[src/rtl/pwm_pkg.sv]
// Shared constants and helpers for the multi-channel PWM block.
// Mode encodings, counter direction type and channel-select width derivation.
package pwm_pkg;

    localparam logic MODE_EDGE   = 1'b0;
    localparam logic MODE_CENTER = 1'b1;

    typedef enum logic {
        DIR_UP   = 1'b0,
        DIR_DOWN = 1'b1
    } dir_e;

    // A single channel still needs a one-bit select port.
    function automatic int ch_w(input int n);
        return (n > 1) ? $clog2(n) : 1;
    endfunction

endpackage

[src/rtl/pwm_channel.sv]
// One PWM channel: duty shadow/active pair with write-through at the period boundary,
// comparator against the shared timebase, and a registered output (1 cycle after cnt).
module pwm_channel #(
    parameter int WIDTH = 8
) (
    input  logic             clk,
    input  logic             rst,
    input  logic             en,
    input  logic             load,
    input  logic             wr_hit,
    input  logic [WIDTH-1:0] wr_duty,
    input  logic [WIDTH-1:0] cnt,
    output logic             pwm
);

    logic [WIDTH-1:0] duty_sh_q, duty_sh_d;
    logic [WIDTH-1:0] duty_act_q, duty_act_d;
    logic             pwm_q, pwm_d;

    always_comb begin
        duty_sh_d  = wr_hit ? wr_duty : duty_sh_q;
        // Taking the post-write shadow lets a write in the boundary cycle land directly.
        duty_act_d = load ? duty_sh_d : duty_act_q;
        pwm_d      = en && (cnt < duty_act_q);
    end

    always_ff @(posedge clk) begin
        if (rst) begin
            duty_sh_q  <= '0;
            duty_act_q <= '0;
            pwm_q      <= 1'b0;
        end else begin
            duty_sh_q  <= duty_sh_d;
            duty_act_q <= duty_act_d;
            pwm_q      <= pwm_d;
        end
    end

    assign pwm = pwm_q;

endmodule

[src/rtl/pwm_multi.sv]
// Multi-channel PWM: shared edge/center-aligned timebase with double-buffered top/mode
// feeding CHANNELS comparators; outputs and period_start are registered (1 cycle after cnt).
module pwm_multi
    import pwm_pkg::*;
#(
    parameter int WIDTH    = 8,
    parameter int CHANNELS = 4,
    parameter int CH_W     = ch_w(CHANNELS)
) (
    input  logic                clk,
    input  logic                rst,
    input  logic                en,
    input  logic [WIDTH-1:0]    top,
    input  logic                mode,
    input  logic                wr_en,
    input  logic [CH_W-1:0]     wr_ch,
    input  logic [WIDTH-1:0]    wr_duty,
    output logic [CHANNELS-1:0] pwm,
    output logic                period_start
);

    logic [WIDTH-1:0] cnt_q, cnt_d;
    dir_e             dir_q, dir_d;
    logic [WIDTH-1:0] top_sh_q, top_act_q;
    logic             mode_sh_q, mode_act_q;
    logic             start_q;
    logic             ps_q;
    logic             bnd;
    logic             load;

    always_comb begin
        cnt_d = cnt_q;
        dir_d = dir_q;
        if (!en) begin
            cnt_d = '0;
            dir_d = DIR_UP;
        end else if (mode_act_q == MODE_EDGE) begin
            dir_d = DIR_UP;
            cnt_d = (cnt_q >= top_act_q) ? '0 : cnt_q + 1'b1;
        end else if (dir_q == DIR_UP) begin
            if (cnt_q >= top_act_q) begin
                cnt_d = (top_act_q == '0) ? '0 : top_act_q - 1'b1;
                dir_d = DIR_DOWN;
            end else begin
                cnt_d = cnt_q + 1'b1;
            end
        end else begin
            cnt_d = (cnt_q == '0) ? '0 : cnt_q - 1'b1;
        end

        // A return to zero always opens a new period, whatever the mode.
        bnd = en && (cnt_d == '0);
        if (bnd) begin
            dir_d = DIR_UP;
        end
        load = bnd || !en;
    end

    always_ff @(posedge clk) begin
        if (rst) begin
            cnt_q      <= '0;
            dir_q      <= DIR_UP;
            top_sh_q   <= '0;
            mode_sh_q  <= MODE_EDGE;
            top_act_q  <= '0;
            mode_act_q <= MODE_EDGE;
            start_q    <= 1'b1;
            ps_q       <= 1'b0;
        end else begin
            cnt_q     <= cnt_d;
            dir_q     <= dir_d;
            top_sh_q  <= top;
            mode_sh_q <= mode;
            if (load) begin
                top_act_q  <= top_sh_q;
                mode_act_q <= mode_sh_q;
            end
            // start_q marks the cnt = 0 cycle; registering it lines up with the pwm flops.
            start_q <= load;
            ps_q    <= en && start_q;
        end
    end

    for (genvar i = 0; i < CHANNELS; i++) begin : g_ch
        pwm_channel #(
            .WIDTH(WIDTH)
        ) u_ch (
            .clk     (clk),
            .rst     (rst),
            .en      (en),
            .load    (load),
            .wr_hit  (wr_en && (wr_ch == CH_W'(i))),
            .wr_duty (wr_duty),
            .cnt     (cnt_q),
            .pwm     (pwm[i])
        );
    end

    assign period_start = ps_q;

endmodule

[config.mk]
export PLATFORM = sky130hd
export DESIGN_NAME = pwm_multi
export DESIGN_NICKNAME = d
export VERILOG_FILES = /design/src/rtl/pwm_pkg.sv /design/src/rtl/pwm_channel.sv /design/src/rtl/pwm_multi.sv
export SDC_FILE = /design/constraint.sdc
export NUM_CORES = 1
export LEC_CHECK = 0
export ABC_AREA = 1
export CORE_ASPECT_RATIO = 0.9
export CORE_MARGIN = 3
export CORE_UTILIZATION = 54
export CTS_CLUSTER_DIAMETER = 150
export DETAILED_ROUTE_END_ITERATION = 12
export GPL_ROUTABILITY_DRIVEN = 0
export PLACE_DENSITY = 0.85
export RECOVER_POWER = 25
export SYNTH_ARGS = -nofsm -noshare
export SYNTH_HDL_FRONTEND = slang
export SYNTH_SLANG_ARGS = --single-unit
export TNS_END_PERCENT = 1
[constraint.sdc]
create_clock -name clk -period 2.3 [get_ports clk]
set_input_delay 0.23 -clock clk [delete_from_list [all_inputs] [get_ports clk]]
set_output_delay 0.23 -clock clk [all_outputs]
set_load 0.03 [all_outputs]
==> reports/qor.txt <==
Final Util: 71.4%
gr usage total: 26.4%
clock sinks: 97
largest net degree at the start of global routing: 44
Max-cap violations: 0
hpwl dp: 9.55 mm
initial antenna violation count: 0
WL final: 16.3 mm
Synth top area share: 36.7%
nature of the critical path endpoint: flip-flop
Avg Synthesized Cell Area: 6.84 µm²
critical-path cell list: inv_4 > ha_4 > nand2_4 > inv_1 > nand2_1 > nand2_2 > nand2_4 > nand2_8 > nand2_1 > nand3_1 > nand2_1 > nand3_2 > nand2_4 > nor2_4 > nand2_8 > buf_6 > nand2_1 > nand2_1 > nor2_1
Critical Path RT: 2.61 ns
Rel. slew slack: 65.7%
fin crit share: 113%
Hold Path Stages: 2
Critical Path AT: 2.91 ns
initial core utilization: 56.8%
Worst-Margin Slew: 0.515 ns
pwr/cell area: 1320 nW/µm²
Post-synth top flop: dfxtp_1
worst r2r path cells: 19
Yosys reg bits: 97
vias in the first global route: 5153
synth top area cells: dfxtp_1 37%, nor2_1 13%, nand2_1 9.9%
Tmin final: 2.59 ns
hold wc startpoint: rst
Core Rows: 33
Ant. Diodes: 0
placed cell count: 933
Setup Viol. Count Final: 43
first drt pass iteration count: 6
Vias/cell: 5.66
wire per inst: 16.8 µm
DRC Markers: 0
Hold Path End: cnt_q[2]$_SDFF_PP0_
post-route ant nets: 0
Syn-to-layout area delta: 25.7%
Hold Slack: 0.303 ns
fin nets: 905
Horiz. Die Dim: 110 µm
total congestion overflow: 0
clk buf depth: 2
Max IR drop VDD: 0.000639 V
DR iter-0 viols: 482
kind of critical path: flip-flop to flip-flop
post-synth net total: 838
depth of the CTS H-tree: 3
RSZ-0062 raised after global routing: true
die area: 11000 µm²
R2R Path Start: top_act_q[3]$_SDFFE_PP0P_
number of CTS-inserted buffers: 9
Ports: 28
Final TNS setup: -10.40 ns
Port Buf Inserts: 27
global-route wire length before repair: 23.9 mm
Syn. warnings: 0
Crit-path slowest cell: dfxtp_2
Final Cell Area: 6660 µm²
CP dominant cell by count: nand2_1
synth cell count leaders: 179 x nor2_1, 140 x nand2_1, 113 x inv_1
Post-synth EDFFs: 0
run status: finished, violations left
Startpoint Class: flip-flop
fillers: 644
worst min-delay path class: primary input to flip-flop
Multi-input gate area: 3100 µm²
final hold vios: 0
Core ar.: 9330 µm²
Cell Count, Final, Fillers Out: 968
Final Skew: 0.0128 ns
Fmax: 386 MHz
worst-path fanout max: 8
violated checks: setup timing
layout cells sized above 1: 22.0%
post-placement cell area: 5890 µm²
worst skew pair latency: 0.38 ns
register area: 1960 µm²
final slew viol count: 0
clock transition at the registers of the reported paths: 0.11 ns
r2r setup slk: -0.29 ns
Post-CTS Hold Buffers: 0
Post-Synthesis Cell Area: 5300 µm²
die height: 100 µm
CTS root buffer: clkbuf_8
Netlist cell types: 34
slowest stage delay, CP: 0.36 ns
Async SR Flop Fraction: 0%
Yosys top cell by area: dfxtp_1
CTS tree: yes
Vias: 5478
R2R Path End: g_ch[2].u_ch.duty_act_q[2]$_SDFFE_PP0P_
Seq/Total Area, Yosys: 36.7%
Post-Syn Instances: 774
final worst slack: -0.294 ns
most common cell in the netlist: nor2_1
Leak: 0.00330 µW
==> worst max path at each step <==
stage	startpoint	endpoint	slack, ns	depth (start not counted)
5_1_grt	top_act_q[3]$_SDFFE_PP0P_	g_ch[2].u_ch.duty_act_q[2]$_SDFFE_PP0P_	-0.43	19
4_1_cts	top_act_q[6]$_SDFFE_PP0P_	dir_q$_SDFF_PP0_	0.0006	16
6_report	top_act_q[3]$_SDFFE_PP0P_	g_ch[2].u_ch.duty_act_q[2]$_SDFFE_PP0P_	-0.29	19
2_1_floorplan	cnt_q[2]$_SDFF_PP0_	g_ch[0].u_ch.duty_act_q[5]$_SDFFE_PP0P_	0.0007	18
3_3_place_gp	top_act_q[7]$_SDFFE_PP0P_	g_ch[0].u_ch.duty_act_q[5]$_SDFFE_PP0P_	-0.05	16
3_5_place_dp	top_act_q[7]$_SDFFE_PP0P_	g_ch[0].u_ch.duty_act_q[4]$_SDFFE_PP0P_	-0.12	16
==> area by class of cell <==
class,count,area share (%)
Clock inverter,6,1.15
Multi-Input combinational cell,532,46.5
Inverter,120,6.86
Clock buffer,10,2.24
Tap cell,122,2.29
Sequential cell,97,29.5
Timing Repair Buffer,81,11.5
==> routing by layer <==
layer | vias up | share of wire, % | global-route usage, %
met2 | 361 | 46 | 45.3
met1 | 2459 | 37 | 31.3
met4 | 0 | 6.6 | 12.7
met3 | 122 | 10 | 6.51
met5 | - | 0 | 0
li1 | 2536 | - | -
==> layout by cell type (no fill, tap or decap), drive strengths merged, types with 5 or more instances in the layout <==
master	netlist	final
nor2	187	187
ha	41	41
clkdlybuf4s50	0	26
xor2	8	8
nor4	5	5
nand2	144	145
clkbuf	9	10
nand3b	9	9
nand3	28	28
dfxtp	97	97
inv	117	121
nor3	8	8
a21oi	41	41
buf	17	55
or2	13	13
nand4	11	11
o21ai	25	25
==> report_power, final <==
| group | leakage, µW | switching [µW] | internal (µW) |
|---|---|---|---|
| Combinational | 0.00238 | 3260 | 2120 |
| Sequential | 0.000804 | 146 | 2020 |
| Clock | 0.000115 | 672 | 591 |
==> flip-flops by register name, indices dropped and copies added, names as in the netlist, 4 cells and up <==
register	count
top_act_q	8
top_sh_q	8
g_ch.u_ch.duty_sh_q	32
cnt_q	8
g_ch.u_ch.pwm	4
g_ch.u_ch.duty_act_q	32
==> critical path, delay by kind of cell, from the launching register on <==
kind / cells / cell delay [ns]
buffers and inverters: 3 / 0.28
DFF: 1 / 0.36
and+or+nand+nor: 15 / 1.59
adders and majority gates: 1 / 0.29
==> cells by family (layout without fill, tap and decap cells) <==
kind of cell             Yosys count  in the layout  synth area share [%]
AO/OA/AOI/OAI                     77             77                  7.94
adder cells (fa/ha/maj)           41             41                  9.68
AND/OR/NAND/NOR                  405            406                  32.9
XOR/XNOR                           8              8                  1.32
flip-flops                        97             97                  36.7
buffers and inverters            146            217                  11.5
==> what timing repair did <==
item / in CTS / in global routing
gates resized for setup: 43 / 52
gates cloned: 3 / 0
buffers inserted: 13 / 5
pin swaps: 28 / 31
setup endpoints to repair: 42 / 43
==> metrics by stage <==
step / setup slack, ns / total power, µW
after floorplan: 0.000660 / 5060
after global placement: -0.0474 / 5800
after detailed placement: -0.122 / 5970
after CTS: 0.000598 / 8000
after global routing: -0.429 / 9330
final: -0.294 / 8810
Power figures use the tool's default switching activity.
